`config.mk`:
```
export PLATFORM = sky130hd
export DESIGN_NAME = mem_stage_ctrl_flat
export DESIGN_NICKNAME = d
export VERILOG_FILES = /design/src/rtl/mem_stage_pkg.sv /design/src/rtl/mem_stage_ctrl_if.sv /design/src/rtl/mem_timeout_ctr.sv /design/src/rtl/mem_stage_ctrl.sv /design/src/flat_wrapper.sv
export SDC_FILE = /design/constraint.sdc
export NUM_CORES = 1
export LEC_CHECK = 0
export CAP_MARGIN = 20
export CORE_UTILIZATION = 45
export DETAILED_ROUTE_END_ITERATION = 12
export PLACE_DENSITY = 0.86
export SYNTH_ARGS = -nofsm -noshare
export SYNTH_HDL_FRONTEND = slang
export SYNTH_HIERARCHICAL = 1
export SYNTH_SLANG_ARGS = --single-unit
```
`constraint.sdc`:
```
create_clock -name clk -period 3.88 [get_ports clk]
set_input_delay 1.164 -clock clk [delete_from_list [all_inputs] [get_ports clk]]
set_output_delay 1.164 -clock clk [all_outputs]
set_load 0.02 [all_outputs]
```
`src/rtl/mem_stage_pkg.sv`:
```
// Shared types and defaults for the memory-stage access controller.
package mem_stage_pkg;

    typedef enum logic [1:0] {
        IDLE = 2'd0,
        WAIT = 2'd1,
        DONE = 2'd2
    } mem_state_t;

    localparam int WORD_LEN_DEFAULT = 16;
    localparam int ADDR_LEN_DEFAULT = 16;
    localparam int TIMEOUT_DEFAULT  = 16;

endpackage

```
`src/rtl/mem_stage_ctrl_if.sv`:
```
// Data-memory port bundle between the memory-stage controller (master) and the memory (slave).
interface mem_stage_ctrl_if #(
    parameter int WORD_LEN = 16,
    parameter int ADDR_LEN = 16
);
    // Handshake: the master raises mem_req with mem_we/mem_addr/mem_wdata and holds all four
    // stable until mem_ack is sampled high at a rising edge; mem_rdata is valid with mem_ack.
    // mem_ack is ignored while mem_req is low. A mem_req that drops without an ack is an abort.
    logic                mem_req;
    logic                mem_we;
    logic [ADDR_LEN-1:0] mem_addr;
    logic [WORD_LEN-1:0] mem_wdata;
    logic                mem_ack;
    logic [WORD_LEN-1:0] mem_rdata;

    modport master (
        output mem_req, mem_we, mem_addr, mem_wdata,
        input  mem_ack, mem_rdata
    );

    modport slave (
        input  mem_req, mem_we, mem_addr, mem_wdata,
        output mem_ack, mem_rdata
    );
endinterface

```
`src/rtl/mem_timeout_ctr.sv`:
```
// Loadable saturating up-counter with clear, enable and a terminal-count flag at TIMEOUT-1.
module mem_timeout_ctr #(
    parameter int TIMEOUT = 16,
    parameter int CW      = $clog2(TIMEOUT + 1)
) (
    input  logic          clk,
    input  logic          rst,
    input  logic          i_clr,
    input  logic          i_en,
    input  logic          i_load,
    input  logic [CW-1:0] i_load_val,
    output logic [CW-1:0] o_count,
    output logic          o_tc
);
    localparam logic [CW-1:0] CNT_MAX = CW'(TIMEOUT);
    localparam logic [CW-1:0] CNT_TC  = CW'(TIMEOUT - 1);

    logic [CW-1:0] r_count;

    // Saturates instead of wrapping so a stuck enable can never re-arm the terminal count.
    always_ff @(posedge clk or posedge rst) begin
        if (rst) begin
            r_count <= '0;
        end else if (i_clr) begin
            r_count <= '0;
        end else if (i_load) begin
            r_count <= i_load_val;
        end else if (i_en && (r_count != CNT_MAX)) begin
            r_count <= r_count + 1'b1;
        end
    end

    assign o_count = r_count;
    assign o_tc    = (r_count == CNT_TC);
endmodule

```
`src/rtl/mem_stage_ctrl.sv`:
```
// Memory-stage access controller: turns a pending load/store into a req/ack transaction,
// stalls the pipeline while waiting, and pulses the result towards MEM/WB for one cycle.
module mem_stage_ctrl
    import mem_stage_pkg::*;
#(
    parameter int WORD_LEN = WORD_LEN_DEFAULT,
    parameter int ADDR_LEN = ADDR_LEN_DEFAULT,
    parameter int TIMEOUT  = TIMEOUT_DEFAULT
) (
    input  logic                           clk,
    input  logic                           rst,
    input  logic                           PR3_MEM_read,
    input  logic                           PR3_MEM_write,
    input  logic [WORD_LEN-1:0]            PR3_alu_out,
    input  logic [WORD_LEN-1:0]            PR3_store_data,
    mem_stage_ctrl_if.master               mem,
    output logic                           stall,
    output logic [WORD_LEN-1:0]            MEM_out,
    output logic                           MEM_valid,
    output logic                           mem_err,
    output mem_state_t                     o_dbg_state,
    output logic [$clog2(TIMEOUT+1)-1:0]   o_dbg_count
);
    localparam int CW = $clog2(TIMEOUT + 1);

    mem_state_t          r_state;
    mem_state_t          w_next;
    logic                r_req;
    logic                r_we;
    logic [ADDR_LEN-1:0] r_addr;
    logic [WORD_LEN-1:0] r_wdata;
    logic [WORD_LEN-1:0] r_out;
    logic                r_err;
    logic                w_access;
    logic                w_start;
    logic                w_ctr_en;
    logic                w_tc;
    logic [CW-1:0]       w_count;

    assign w_access = PR3_MEM_read | PR3_MEM_write;

    mem_timeout_ctr #(
        .TIMEOUT (TIMEOUT),
        .CW      (CW)
    ) u_timeout_ctr (
        .clk        (clk),
        .rst        (rst),
        .i_clr      (w_start),
        .i_en       (w_ctr_en),
        .i_load     (1'b0),
        .i_load_val ('0),
        .o_count    (w_count),
        .o_tc       (w_tc)
    );

    always_comb begin
        w_next   = r_state;
        w_start  = 1'b0;
        w_ctr_en = 1'b0;
        stall    = 1'b0;
        case (r_state)
            IDLE: begin
                if (w_access) begin
                    w_next  = WAIT;
                    w_start = 1'b1;
                    stall   = 1'b1;
                end
            end
            WAIT: begin
                stall = 1'b1;
                if (mem.mem_ack) begin
                    w_next = DONE;
                end else begin
                    w_ctr_en = 1'b1;
                    if (w_tc) begin
                        w_next = DONE;
                    end
                end
            end
            DONE:    w_next = IDLE;
            default: w_next = IDLE;
        endcase
    end

    // A store's write-enable wins when both read and write are flagged.
    always_ff @(posedge clk or posedge rst) begin
        if (rst) begin
            r_state <= IDLE;
            r_req   <= 1'b0;
            r_we    <= 1'b0;
            r_addr  <= '0;
            r_wdata <= '0;
            r_out   <= '0;
            r_err   <= 1'b0;
        end else begin
            r_state <= w_next;
            case (r_state)
                IDLE: begin
                    if (w_access) begin
                        r_req   <= 1'b1;
                        r_we    <= PR3_MEM_write;
                        r_addr  <= PR3_alu_out[ADDR_LEN-1:0];
                        r_wdata <= PR3_store_data;
                        r_err   <= 1'b0;
                    end
                end
                WAIT: begin
                    if (mem.mem_ack) begin
                        r_req <= 1'b0;
                        if (!r_we) begin
                            r_out <= mem.mem_rdata;
                        end
                    end else if (w_tc) begin
                        r_req <= 1'b0;
                        r_out <= '0;
                        r_err <= 1'b1;
                    end
                end
                default: ;
            endcase
        end
    end

    assign mem.mem_req   = r_req;
    assign mem.mem_we    = r_we;
    assign mem.mem_addr  = r_addr;
    assign mem.mem_wdata = r_wdata;
    assign MEM_out       = r_out;
    assign MEM_valid     = (r_state == DONE);
    assign mem_err       = (r_state == DONE) & r_err;
    assign o_dbg_state   = r_state;
    assign o_dbg_count   = w_count;
endmodule

```
`src/flat_wrapper.sv`:
```
// flat-port wrapper written by rule: the top's interface ports become plain ports
module mem_stage_ctrl_flat import mem_stage_pkg::*;
#(
    parameter int WORD_LEN = WORD_LEN_DEFAULT,
    parameter int ADDR_LEN = ADDR_LEN_DEFAULT,
    parameter int TIMEOUT  = TIMEOUT_DEFAULT
)
  (clk, rst, PR3_MEM_read, PR3_MEM_write, PR3_alu_out, PR3_store_data, stall, MEM_out, MEM_valid, mem_err, o_dbg_state, o_dbg_count, mem_mem_req, mem_mem_we, mem_mem_addr, mem_mem_wdata, mem_mem_ack, mem_mem_rdata);
  mem_stage_ctrl_if #(.WORD_LEN(WORD_LEN), .ADDR_LEN(ADDR_LEN)) mem_i ();
  input  logic clk;
  input  logic rst;
  input  logic PR3_MEM_read;
  input  logic PR3_MEM_write;
  input  logic [WORD_LEN-1:0] PR3_alu_out;
  input  logic [WORD_LEN-1:0] PR3_store_data;
  output logic stall;
  output logic [WORD_LEN-1:0] MEM_out;
  output logic MEM_valid;
  output logic mem_err;
  output mem_state_t o_dbg_state;
  output logic [$clog2(TIMEOUT+1)-1:0] o_dbg_count;
  output wire logic [$bits(mem_i.mem_req)-1:0] mem_mem_req;
  output wire logic [$bits(mem_i.mem_we)-1:0] mem_mem_we;
  output wire logic [$bits(mem_i.mem_addr)-1:0] mem_mem_addr;
  output wire logic [$bits(mem_i.mem_wdata)-1:0] mem_mem_wdata;
  input wire logic [$bits(mem_i.mem_ack)-1:0] mem_mem_ack;
  input wire logic [$bits(mem_i.mem_rdata)-1:0] mem_mem_rdata;
  assign mem_mem_req = mem_i.mem_req;
  assign mem_mem_we = mem_i.mem_we;
  assign mem_mem_addr = mem_i.mem_addr;
  assign mem_mem_wdata = mem_i.mem_wdata;
  assign mem_i.mem_ack = mem_mem_ack;
  assign mem_i.mem_rdata = mem_mem_rdata;
  mem_stage_ctrl #(.WORD_LEN(WORD_LEN), .ADDR_LEN(ADDR_LEN), .TIMEOUT(TIMEOUT)) u_core (.clk(clk), .rst(rst), .PR3_MEM_read(PR3_MEM_read), .PR3_MEM_write(PR3_MEM_write), .PR3_alu_out(PR3_alu_out), .PR3_store_data(PR3_store_data), .mem(mem_i), .stall(stall), .MEM_out(MEM_out), .MEM_valid(MEM_valid), .mem_err(mem_err), .o_dbg_state(o_dbg_state), .o_dbg_count(o_dbg_count));
endmodule
```
==> results_tabular.tex, run 1 <==
\begin{tabular}{lr}
\hline
Metric & Value \\
\hline
\multicolumn{2}{l}{\textbf{Logic synthesis}} \\
Top cell type's share of synthesized area & 0.580 \\
Per-instance average area after synthesis & between 10 and 15 µm² \\
Part of the Yosys area used for sequential elements & 0.580 \\
Largest cells by area after synthesis & sky130\_fd\_sc\_hd\_\_dfrtp\_1, sky130\_fd\_sc\_hd\_\_mux2\_1, sky130\_fd\_sc\_hd\_\_mux2i\_1 \\
Most area-hungry cell type in the Yosys netlist & sky130\_fd\_sc\_hd\_\_dfrtp\_1 \\
Flop and latch count out of synthesis & just under 60 \\
Number of warnings reported in the yosys synthesis log & 6 \\
Number of library cell types mapped by synthesis & 36 \\
Total standard cell area after synthesis & between 2000 and 3000 µm² \\
Post-synthesis instance total & approximately 200 \\
\multicolumn{2}{l}{\textbf{GRT}} \\
Met2 track utilization from global routing & 0.361 \\
GRT Util Overall & 0.214 \\
Global-route congestion overflow total & 0 \\
Met3 routing resource usage after global routing & 0.0802 \\
Top Usage Layer GRT & met2 \\
Number of antenna violations at the first check in global routing & 0 \\
Met1 track demand over resource & 0.245 \\
Via count of the first global-routing pass & 2026 \\
Global-route wire length before repair & 9630 µm \\
Largest net degree at the start of global routing & 36 \\
\multicolumn{2}{l}{\textbf{Finish}} \\
Share of final-layout standard cells stronger than drive strength 1 & 0.102 \\
Post-route core utilization & 0.748 \\
Synthesis-to-layout area growth & 56.6\% \\
Fillers & $\sim$360 \\
Area of the multi-input gates & slightly above 900 µm² \\
Antenna Cells & 0 \\
Area used by sequential logic in the layout & around 1500 µm² \\
Net count of the finished layout & approximately 390 \\
\multicolumn{2}{l}{\textbf{Die}} \\
Number of standard-cell rows in the floorplan & 26 \\
Number of top-level design ports & 113 \\
Starting Density & 0.478 \\
Floorplan die area & slightly below 6000 µm² \\
Die width & 76.6 µm \\
Die Ht & between 70 and 80 µm \\
Placeable core region & between 5000 and 6000 µm² \\
\multicolumn{2}{l}{\textbf{Hold path}} \\
Cell depth of the worst hold path & 1 \\
WHS Endpoint & u\_core/mem.mem\_wdata[1]\$\_DFFE\_PP0P\_ \\
Hold Startpoint & u\_core/mem.mem\_wdata[1]\$\_DFFE\_PP0P\_ \\
Hold crit path type & flop to flop \\
\multicolumn{2}{l}{\textbf{Detailed routing}} \\
Count of vias placed by the detailed router & $\sim$1900 \\
Remaining antenna violation count & 0 \\
Via density per instance & about 4.8 \\
Routed len/inst & between 10 and 15 µm \\
First-pass detailed-route iteration total & 4 \\
Iteration-0 DRC Markers & 56 \\
Final WL & $\sim$5700 µm \\
DRC Markers & 0 \\
\multicolumn{2}{l}{\textbf{Pwr}} \\
Largest vdd supply drop & around 0.48 mV \\
Power density relative to cell area & approximately 800 nW/µm² \\
Static leakage power & roughly 1.7 nW \\
Power, Total & 0.00322 W \\
\multicolumn{2}{l}{\textbf{Clock tree}} \\
Buffer depth of the longest clock path & 2 \\
Clock-pin transition on the worst setup and hold timing paths & around 0.06 ns \\
Clock latency reported for the late side of the worst-skew pair & roughly 0.33 ns \\
Clock buffer count from CTS & 9 \\
Post-cts repair resize count & 0 \\
Sinks on Clock Net & 58 \\
Clock Root Buffer & sky130\_fd\_sc\_hd\_\_clkbuf\_8 \\
H-tree level count & 3 \\
Number of setup buffers added after CTS & 0 \\
Number of buffers inserted for hold repair after clock tree synthesis & 0 \\
TritonCTS clock tree & yes \\
\multicolumn{2}{l}{\textbf{Timing}} \\
Hold violation total from the final report & 0 \\
Number of pins exceeding their max-slew limit in the final report & 0 \\
Final number of setup-violating endpoints & 0 \\
Worst clock skew on the final layout & 0.00515 ns \\
Max\_slew headroom & 0.422 \\
Pin slew with the least headroom to its limit & approximately 0.87 ns \\
Setup TNS Final & 0 ns \\
FMAX & roughly 270 MHz \\
Fin crit period & 3.66 ns \\
Fin crit share & 0.944 \\
Setup repair after global routing missed its margin & false \\
\multicolumn{2}{l}{\textbf{Place}} \\
Count of buffers inserted at the top-level ports & around 110 \\
Dpl hpwl & 4250 µm \\
Final weighted congestion of routability-driven global placement & $\sim$0.80 \\
\multicolumn{2}{l}{\textbf{Worst setup path}} \\
Worst reg-to-reg path cell count & 4 \\
Critical Path Most Common Cell & sky130\_fd\_sc\_hd\_\_clkdlybuf4s50\_1 \\
Critical-path cell list & clkdlybuf4s50\_1 -> o21ai\_2 -> nand2\_1 -> clkdlybuf4s50\_1 \\
Worst Path Class, Setup & primary input to primary output \\
Register-to-register setup slack & around 1.8 ns \\
Worst flop-to-flop path endpoint & u\_core/u\_timeout\_ctr/o\_count[0]\$\_DFFE\_PP0P\_ \\
Cell family contributing the most delay on the critical path & buffers and inverters \\
CP bufs+invs & 2 \\
Slowest stage cell on the critical path & sky130\_fd\_sc\_hd\_\_clkdlybuf4s50\_1 \\
Data arrival at the endpoint of the critical path & between 2 and 3 ns \\
Endpoint kind of the worst setup timing path & primary output \\
CP Launch Type & primary input \\
Largest driver fanout on the critical path & 4 \\
Worst Path Required & $\sim$2.7 ns \\
Reg-to-reg critical path startpoint & u\_core/o\_dbg\_state[0]\$\_DFFE\_PP0P\_ \\
Largest stage delay on the critical path & about 0.54 ns \\
\multicolumn{2}{l}{\textbf{Run status}} \\
Outcome & completed \\
\multicolumn{2}{l}{\textbf{Job}} \\
Total of max-cap violations & 0 \\
\hline
\end{tabular}
[per-stage QoR]
stage / hold slack, ns / cells / setup slack, ns / instance area [µm²]
2_1_floorplan: 0.454 / 207 / 1.20 / 2530
3_3_place_gp: 0.466 / 388 / 0.276 / 3730
3_5_place_dp: 0.475 / 388 / 0.211 / 3730
4_1_cts: 0.488 / 404 / 0.205 / 3920
5_1_grt: 0.506 / 404 / 0.130 / 3920
6_report: 0.483 / 404 / 0.216 / 3920
[power by group]
part	leakage, nW	total, W	internal [W]	switching (W)
Combinational	0.897	0.00163	0.000833	0.000801
Sequential	0.704	0.00108	0.000901	0.000181
Clock	0.0965	0.000507	0.000283	0.000225
Total	1.70	0.00322	0.00202	0.00121
[area by class of cell]
type                       instances  share of cell area
clock buffer                      14              0.0441
clock inverter                     2             0.00256
multi-input combinational        115               0.238
tap                               70              0.0224
sequential                        58               0.370
timing repair buffer             117               0.296
inverter                          28              0.0268
[how the worst max path moves through the flow]
stage	from	end	slack [ns]	depth (start not counted)
6_report	PR3_MEM_write	stall	0.22	4
5_1_grt	PR3_MEM_write	stall	0.13	4
4_1_cts	PR3_MEM_write	stall	0.20	4
3_5_place_dp	PR3_MEM_write	stall	0.21	4
3_3_place_gp	PR3_MEM_write	stall	0.28	4
2_1_floorplan	PR3_MEM_write	stall	1.20	2
[logic make-up after synthesis]
group / count (synthesis) / share of synthesized area
AOI/OAI and AO/OA: 17 / 0.0540
and+or+nand+nor: 36 / 0.0770
xor gates and xnor gates: 1 / 0.00350
other: 1 / 0.00150
buffers and inverters: 34 / 0.0605
adders and majority gates: 3 / 0.0150
DFF: 58 / 0.580
muxes: 48 / 0.208
[synthesized netlist by cell type]
| master | count |
|---|---|
| sky130_fd_sc_hd__dfrtp_1 | 58 |
| sky130_fd_sc_hd__mux2_1 | 28 |
| sky130_fd_sc_hd__inv_1 | 27 |
| sky130_fd_sc_hd__nand2_1 | 19 |
| sky130_fd_sc_hd__mux2i_1 | 16 |
| sky130_fd_sc_hd__nor2_1 | 7 |
| sky130_fd_sc_hd__a21oi_1 | 5 |
| sky130_fd_sc_hd__mux2_2 | 4 |
| sky130_fd_sc_hd__buf_4 | 3 |
| sky130_fd_sc_hd__ha_1 | 3 |
| sky130_fd_sc_hd__a311oi_1 | 2 |
| sky130_fd_sc_hd__o21ai_0 | 2 |
| sky130_fd_sc_hd__a211oi_1 | 1 |
| sky130_fd_sc_hd__a211oi_4 | 1 |
| sky130_fd_sc_hd__a221oi_1 | 1 |
| sky130_fd_sc_hd__a22o_1 | 1 |
| sky130_fd_sc_hd__a311o_2 | 1 |
| sky130_fd_sc_hd__and2_1 | 1 |
| sky130_fd_sc_hd__and2b_2 | 1 |
| sky130_fd_sc_hd__and3_2 | 1 |
| sky130_fd_sc_hd__buf_2 | 1 |
| sky130_fd_sc_hd__buf_8 | 1 |
| sky130_fd_sc_hd__clkbuf_1 | 1 |
| sky130_fd_sc_hd__conb_1 | 1 |
| sky130_fd_sc_hd__inv_2 | 1 |
| sky130_fd_sc_hd__nand2b_4 | 1 |
| sky130_fd_sc_hd__nand3b_1 | 1 |
| sky130_fd_sc_hd__nand4_1 | 1 |
| sky130_fd_sc_hd__nor2_2 | 1 |
| sky130_fd_sc_hd__nor3b_1 | 1 |
| sky130_fd_sc_hd__nor4bb_4 | 1 |
| sky130_fd_sc_hd__o21ai_2 | 1 |
| sky130_fd_sc_hd__o31a_2 | 1 |
| sky130_fd_sc_hd__o31ai_1 | 1 |
| sky130_fd_sc_hd__or3_1 | 1 |
| sky130_fd_sc_hd__xnor2_1 | 1 |
[state kept, by name, summed over array words and instances (netlist names)]
| signal | count |
|---|---|
| u_core/MEM_out | 16 |
| u_core/mem.mem_addr | 16 |
| u_core/mem.mem_req | 1 |
| u_core/mem.mem_wdata | 16 |
| u_core/mem.mem_we | 1 |
| u_core/o_dbg_state | 2 |
| u_core/r_err | 1 |
| u_core/u_timeout_ctr/o_count | 5 |
[cell usage in the layout (no fill, tap or decap), drive strengths merged, types with 2 or more instances in the layout]
cell / instances
a311oi: 2
conb: 10
ha: 3
a211oi: 2
o21ai: 3
clkbuf: 14
clkinv: 2
inv: 28
mux2i: 16
buf: 5
a21oi: 5
dfrtp: 58
nor2: 8
mux2: 32
clkdlybuf4s50: 112
nand2: 19
[per-layer routing]
metal	vias to the layer above	wire length, µm
met5	-	0
met4	0	102
met3	11	461
met2	84	2800
met1	939	2310
li1	907	-
Note: power is estimated with default switching activity, not from simulation.
==> run 2, diff against run 1 <==
- REMOVE_ABC_BUFFERS: not set -> 1
- SLEW_MARGIN: not set -> 5
==> run 2 against run 1 <==
Worst hold slack worse by 0.00059 ns. Sequential share of layout area is the same. Highest routed layer unchanged. First-iteration DRC count is 45% higher. Sequential power about the same. Critical endpoint unchanged. Register-to-register slack got worse by 0.06 ns. Worst setup slack worse by 0.0096 ns. Clock-buffer cell count stayed put. Routed wire length up 1.8%. Clock power shrank 2%. Non-clock buffer count is the same.
==> results_tabular.tex, run 2 (same netlist as run 1, synthesis figures left out) <==
\begin{tabular}{lr}
\hline
Metric & Value \\
\hline
\multicolumn{2}{l}{\textbf{Hold path}} \\
Hold crit path type & flop to flop \\
\multicolumn{2}{l}{\textbf{Worst setup path}} \\
Endpoint kind of the worst setup timing path & primary output \\
Worst Setup EP & stall \\
Data arrival at the endpoint of the critical path & 2.51 ns \\
Worst reg-to-reg path cell count & 4 \\
Worst Path Class, Setup & primary input to primary output \\
Worst Path Required & between 2 and 3 ns \\
Register-to-register setup slack & around 1.8 ns \\
CP Launch Type & primary input \\
Reg-to-reg critical path startpoint & u\_core/o\_dbg\_state[0]\$\_DFFE\_PP0P\_ \\
Worst flop-to-flop path endpoint & u\_core/u\_timeout\_ctr/o\_count[2]\$\_DFFE\_PP0P\_ \\
Largest driver fanout on the critical path & 4 \\
Worst Setup SP & PR3\_MEM\_write \\
\multicolumn{2}{l}{\textbf{Timing}} \\
Setup TNS Final & 0 ns \\
Setup repair after global routing missed its margin & false \\
FMAX & 272 MHz \\
Max\_slew headroom & 0.419 \\
Fin crit period & around 3.7 ns \\
Fin crit share & 0.947 \\
Final number of setup-violating endpoints & 0 \\
Worst Setup Slack, final & a little over 0.2 ns \\
Pin slew with the least headroom to its limit & approximately 0.87 ns \\
Worst clock skew on the final layout & around 0.0051 ns \\
Number of pins exceeding their max-slew limit in the final report & 0 \\
Post-route worst hold slack & roughly 0.48 ns \\
Hold violation total from the final report & 0 \\
\multicolumn{2}{l}{\textbf{GRT}} \\
Global-route congestion overflow total & 0 \\
GRT Util Overall & 0.217 \\
Number of antenna violations at the first check in global routing & 0 \\
Global-route wire length before repair & 9740 µm \\
Largest net degree at the start of global routing & 36 \\
Via count of the first global-routing pass & roughly 2100 \\
\multicolumn{2}{l}{\textbf{Detailed routing}} \\
Remaining antenna violation count & 0 \\
Count of vias placed by the detailed router & slightly below 2000 \\
Via density per instance & $\sim$4.8 \\
Met3 wirelength from detailed routing & approximately 630 µm \\
Routed len/inst & about 14 µm \\
Top Layer Used & met4 \\
First-pass detailed-route iteration total & 6 \\
Wire length on met2 & around 2800 µm \\
Iteration-0 DRC Markers & slightly above 80 \\
Final WL & between 5000 and 6000 µm \\
DRC Markers & 0 \\
M1 wire length & between 2000 and 2500 µm \\
\multicolumn{2}{l}{\textbf{Pwr}} \\
Power, Total & approximately 0.0032 W \\
Static leakage power & 1.70 nW \\
Power density relative to cell area & 824 nW/µm² \\
Largest vdd supply drop & 0.532 mV \\
\multicolumn{2}{l}{\textbf{Finish}} \\
Most frequent cells in the layout & sky130\_fd\_sc\_hd\_\_clkdlybuf4s50\_1, sky130\_fd\_sc\_hd\_\_dfrtp\_1, sky130\_fd\_sc\_hd\_\_mux2\_1 \\
Antenna Cells & 0 \\
Area of the multi-input gates & roughly 930 µm² \\
Most common cell after layout, fill and taps aside & sky130\_fd\_sc\_hd\_\_clkdlybuf4s50\_1 \\
Net count of the finished layout & 385 \\
Synthesis-to-layout area growth & 56.6\% \\
Fillers & 379 \\
Share of final-layout standard cells stronger than drive strength 1 & 0.102 \\
Final instance area & 3920 µm² \\
Area used by sequential logic in the layout & $\sim$1500 µm² \\
\multicolumn{2}{l}{\textbf{Place}} \\
Pre-CTS worst setup slack & 0.203 ns \\
Area of placed instances & around 3700 µm² \\
Dpl hpwl & about 4300 µm \\
Final weighted congestion of routability-driven global placement & just under 0.8 \\
Count of buffers inserted at the top-level ports & between 100 and 150 \\
\multicolumn{2}{l}{\textbf{Clock tree}} \\
Post-cts repair resize count & 0 \\
Number of buffers inserted for hold repair after clock tree synthesis & 0 \\
H-tree level count & 3 \\
Number of setup buffers added after CTS & 0 \\
Clock buffer count from CTS & 9 \\
Clock Root Buffer & sky130\_fd\_sc\_hd\_\_clkbuf\_8 \\
Clock latency reported for the late side of the worst-skew pair & around 0.32 ns \\
Buffer depth of the longest clock path & 2 \\
Clock-pin transition on the worst setup and hold timing paths & around 0.060 ns \\
Sinks on Clock Net & between 50 and 60 \\
TritonCTS clock tree & yes \\
\multicolumn{2}{l}{\textbf{Die}} \\
Die Ht & 76.6 µm \\
Number of top-level design ports & between 100 and 150 \\
Number of standard-cell rows in the floorplan & 26 \\
Placeable core region & 5240 µm² \\
Starting Density & 0.478 \\
Die width & between 70 and 80 µm \\
Floorplan die area & between 5000 and 6000 µm² \\
\multicolumn{2}{l}{\textbf{Run status}} \\
Outcome & completed \\
\multicolumn{2}{l}{\textbf{Job}} \\
Total of max-cap violations & 0 \\
\hline
\end{tabular}
## run 2: cell counts in the layout (fill, tap and decap cells not counted)
Identical to the previous run, type by type.
## run 2: critical path, stage by stage
cell                              delay (ns)
sky130_fd_sc_hd__clkdlybuf4s50_1        0.46
sky130_fd_sc_hd__o21ai_2                0.26
sky130_fd_sc_hd__nand2_1                0.08
sky130_fd_sc_hd__clkdlybuf4s50_1        0.55
## run 2: layout make-up
| class | instances | area share |
|---|---|---|
| well taps | 70 | 0.0224 |
| clock inverters | 2 | 0.00256 |
| clock buffers | 14 | 0.0441 |
| flip-flops and latches | 58 | 0.370 |
| inverters | 28 | 0.0268 |
| multi-input cells | 115 | 0.238 |
| repair buffers | 117 | 0.296 |
## run 2: power by group
part           total, W  internal (W)  switching (W)
logic           0.00165      0.000834       0.000815
registers       0.00108      0.000901       0.000183
clock network  0.000495      0.000282       0.000213
total           0.00323       0.00202        0.00121
## run 2: layer usage
metal	GRT usage	up-vias
met4	0.104	0
met3	0.0970	6
li1	-	911
met1	0.232	934
met2	0.365	84
met5	0	-
## run 2: worst min-delay path by stage
| stage | startpoint | endpoint | slack [ns] | depth (start not counted) |
|---|---|---|---|---|
| finish | u_core/mem.mem_addr[12]$_DFFE_PP0P_ | u_core/mem.mem_addr[12]$_DFFE_PP0P_ | 0.48 | 1 |
| global route | u_core/mem.mem_addr[9]$_DFFE_PP0P_ | u_core/mem.mem_addr[9]$_DFFE_PP0P_ | 0.51 | 1 |
| CTS | u_core/mem.mem_wdata[1]$_DFFE_PP0P_ | u_core/mem.mem_wdata[1]$_DFFE_PP0P_ | 0.49 | 1 |
| detailed placement | u_core/mem.mem_wdata[8]$_DFFE_PP0P_ | u_core/mem.mem_wdata[8]$_DFFE_PP0P_ | 0.48 | 1 |
| global placement | u_core/mem.mem_addr[8]$_DFFE_PP0P_ | u_core/mem.mem_addr[8]$_DFFE_PP0P_ | 0.47 | 1 |
| floorplan | u_core/r_err$_DFFE_PP0P_ | u_core/r_err$_DFFE_PP0P_ | 0.45 | 2 |
## run 2: through the flow
| stage | instances | util |
|---|---|---|
| after floorplan | 201 | - |
| after global placement | 388 | 0.713 |
| after detailed placement | 388 | 0.713 |
| after CTS | 404 | 0.748 |
| after global routing | 404 | 0.748 |
| final | 404 | 0.748 |
==> run 3, diff against run 2 <==
- MAX_ROUTING_LAYER: not set -> met4
- PLACE_DENSITY: 0.86 -> not set
- PLACE_DENSITY_LB_ADDON: not set -> 0.12
==> run 3 against run 2 <==
Core utilization grew 0.74 points. Die area is the same. Cell count grew 0.25%. Global-route usage grew 0.40 points. Power grew 2.4%. Register-to-register slack gained 0.15 ns. Via count shrank 2.7%. Sequential power is essentially flat. Critical path depth is the same. Clock-buffer cell count shrank 5. Sequential share of layout area shrank 0.36 points.
==> results_tabular.tex, run 3 (same netlist as run 1, synthesis figures left out) <==
\begin{tabular}{lr}
\hline
Metric & Value \\
\hline
\multicolumn{2}{l}{\textbf{Worst setup path}} \\
Worst Path Required & around 2.7 ns \\
CP bufs+invs & 2 \\
Largest stage delay on the critical path & roughly 0.54 ns \\
Slowest stage cell on the critical path & sky130\_fd\_sc\_hd\_\_clkdlybuf4s50\_1 \\
Data arrival at the endpoint of the critical path & 2.44 ns \\
Critical Path Most Common Cell & sky130\_fd\_sc\_hd\_\_clkdlybuf4s50\_1 \\
Critical-path cell list & clkdlybuf4s50\_1 -> o21ai\_2 -> nand2\_1 -> clkdlybuf4s50\_1 \\
CP Launch Type & primary input \\
Endpoint kind of the worst setup timing path & primary output \\
Cell family contributing the most delay on the critical path & buffers and inverters \\
Worst Path Class, Setup & primary input to primary output \\
Largest driver fanout on the critical path & 4 \\
\multicolumn{2}{l}{\textbf{Detailed routing}} \\
First-pass detailed-route iteration total & 4 \\
Routed len/inst & about 14 µm \\
Final WL & around 5500 µm \\
Iteration-0 DRC Markers & 60 \\
DRC Markers & 0 \\
Count of vias placed by the detailed router & between 1500 and 2000 \\
Remaining antenna violation count & 0 \\
Via density per instance & about 4.6 \\
\multicolumn{2}{l}{\textbf{GRT}} \\
GRT Util Overall & 0.221 \\
Number of antenna violations at the first check in global routing & 0 \\
Largest net degree at the start of global routing & 24 \\
Global-route wire length before repair & just under 10000 µm \\
Global-route congestion overflow total & 0 \\
Via count of the first global-routing pass & 2094 \\
\multicolumn{2}{l}{\textbf{Place}} \\
Final weighted congestion of routability-driven global placement & between 0.7 and 0.8 \\
Count of buffers inserted at the top-level ports & around 110 \\
Area of placed instances & between 3000 and 4000 µm² \\
Dpl hpwl & approximately 4100 µm \\
\multicolumn{2}{l}{\textbf{Die}} \\
Starting Density & 0.478 \\
Floorplan die area & approximately 5900 µm² \\
Die Ht & around 77 µm \\
Number of top-level design ports & roughly 110 \\
Number of standard-cell rows in the floorplan & 26 \\
Placeable core region & 5240 µm² \\
Die width & about 77 µm \\
\multicolumn{2}{l}{\textbf{Clock tree}} \\
Clock-pin transition on the worst setup and hold timing paths & $\sim$0.060 ns \\
TritonCTS clock tree & yes \\
Number of setup buffers added after CTS & 0 \\
Sinks on Clock Net & just under 60 \\
H-tree level count & 3 \\
Post-cts repair resize count & 0 \\
Clock buffer count from CTS & 9 \\
Clock latency reported for the late side of the worst-skew pair & $\sim$0.33 ns \\
Buffer depth of the longest clock path & 2 \\
Clock Root Buffer & sky130\_fd\_sc\_hd\_\_clkbuf\_8 \\
Number of buffers inserted for hold repair after clock tree synthesis & 0 \\
\multicolumn{2}{l}{\textbf{Finish}} \\
Synthesis-to-layout area growth & 58.2\% \\
Most frequent cells in the layout & sky130\_fd\_sc\_hd\_\_clkdlybuf4s50\_1, sky130\_fd\_sc\_hd\_\_dfrtp\_1, sky130\_fd\_sc\_hd\_\_mux2\_1 \\
Fillers & about 380 \\
Share of final-layout standard cells stronger than drive strength 1 & 0.110 \\
Antenna Cells & 0 \\
Net count of the finished layout & just under 400 \\
Most common cell after layout, fill and taps aside & sky130\_fd\_sc\_hd\_\_clkdlybuf4s50\_1 \\
Final instance area & about 4000 µm² \\
\multicolumn{2}{l}{\textbf{Timing}} \\
Setup TNS Final & 0 ns \\
Fin crit period & 3.60 ns \\
Fin crit share & 0.929 \\
Final number of setup-violating endpoints & 0 \\
Worst clock skew on the final layout & between 0.009 and 0.01 ns \\
Hold violation total from the final report & 0 \\
Number of pins exceeding their max-slew limit in the final report & 0 \\
Setup repair after global routing missed its margin & false \\
FMAX & between 200 and 300 MHz \\
\multicolumn{2}{l}{\textbf{Job}} \\
Total of max-cap violations & 0 \\
\multicolumn{2}{l}{\textbf{Hold path}} \\
Hold crit path type & flop to flop \\
\multicolumn{2}{l}{\textbf{Pwr}} \\
Static leakage power & about 1.7 nW \\
Largest vdd supply drop & roughly 0.49 mV \\
Power density relative to cell area & $\sim$840 nW/µm² \\
\multicolumn{2}{l}{\textbf{Run status}} \\
Outcome & completed \\
\hline
\end{tabular}
## run 3: cell types whose count changed in the layout (fill, tap and decap cells not counted), sizes merged
cell,previous run,this run
clkbuf,14,9
buf,5,7
bufinv,0,2
clkinv,2,3
clkinvlp,0,1
## run 3: worst paths after layout
kind / start / cells after the start / end / slack (ns)
min in group asynchronous: rst / 2 / u_core/u_timeout_ctr/o_count[2]$_DFFE_PP0P_ / 1.10
setup reg to reg: u_core/o_dbg_state[0]$_DFFE_PP0P_ / 5 / u_core/mem.mem_wdata[4]$_DFFE_PP0P_ / 1.90
hold reg to reg: u_core/mem.mem_addr[7]$_DFFE_PP0P_ / 1 / u_core/mem.mem_addr[7]$_DFFE_PP0P_ / 0.48
setup / recovery: PR3_MEM_write / 4 / stall / 0.28
hold / removal: u_core/mem.mem_addr[7]$_DFFE_PP0P_ / 1 / u_core/mem.mem_addr[7]$_DFFE_PP0P_ / 0.48
max in group asynchronous: rst / 3 / u_core/MEM_out[3]$_DFFE_PP0P_ / 2.05
## run 3: where the power goes
group	internal [W]	total (W)	leakage, nW	switching (W)
Clock	0.000354	0.000581	0.105	0.000227
Sequential	0.000901	0.00108	0.704	0.000177
Combinational	0.000842	0.00165	0.907	0.000806
## run 3: worst reg2reg max path: stages, from the launching register on
cell and delay (ns):
sky130_fd_sc_hd__dfrtp_1 0.44, sky130_fd_sc_hd__nor2_1 0.24, sky130_fd_sc_hd__o21ai_2 0.12, sky130_fd_sc_hd__inv_2 0.35, sky130_fd_sc_hd__buf_4 0.35, sky130_fd_sc_hd__mux2_1 0.36
## run 3: cell type report
type	count	area [µm²]	area share
Timing Repair Buffer	119	1170	0.297
Clock buffer	9	124	0.0313
Inverter	28	105	0.0266
Multi-Input combinational cell	115	932	0.236
Tap cell	70	87.6	0.0221
Clock inverter	6	82.6	0.0209
Sequential cell	58	1450	0.367
## run 3: metrics by stage
step           total power, W  instances  hold WS (ns)  setup WS, ns  utilization
6_report              0.00331        405         0.483         0.276        0.755
5_1_grt               0.00350        405         0.509         0.209        0.755
4_1_cts               0.00335        405         0.488         0.269        0.755
3_5_place_dp          0.00275        390         0.474         0.273        0.716
3_3_place_gp          0.00271        390         0.466         0.296        0.716
2_1_floorplan         0.00192        201         0.454          1.20            -
## run 3: layer usage
metal / part of all wire / vias up / GRT usage
li1: - / 916 / -
met1: 0.43 / 881 / 0.265
met2: 0.48 / 75 / 0.344
met3: 0.059 / 10 / 0.0527
met4: 0.025 / 0 / 0.121
met5: 0 / - / -
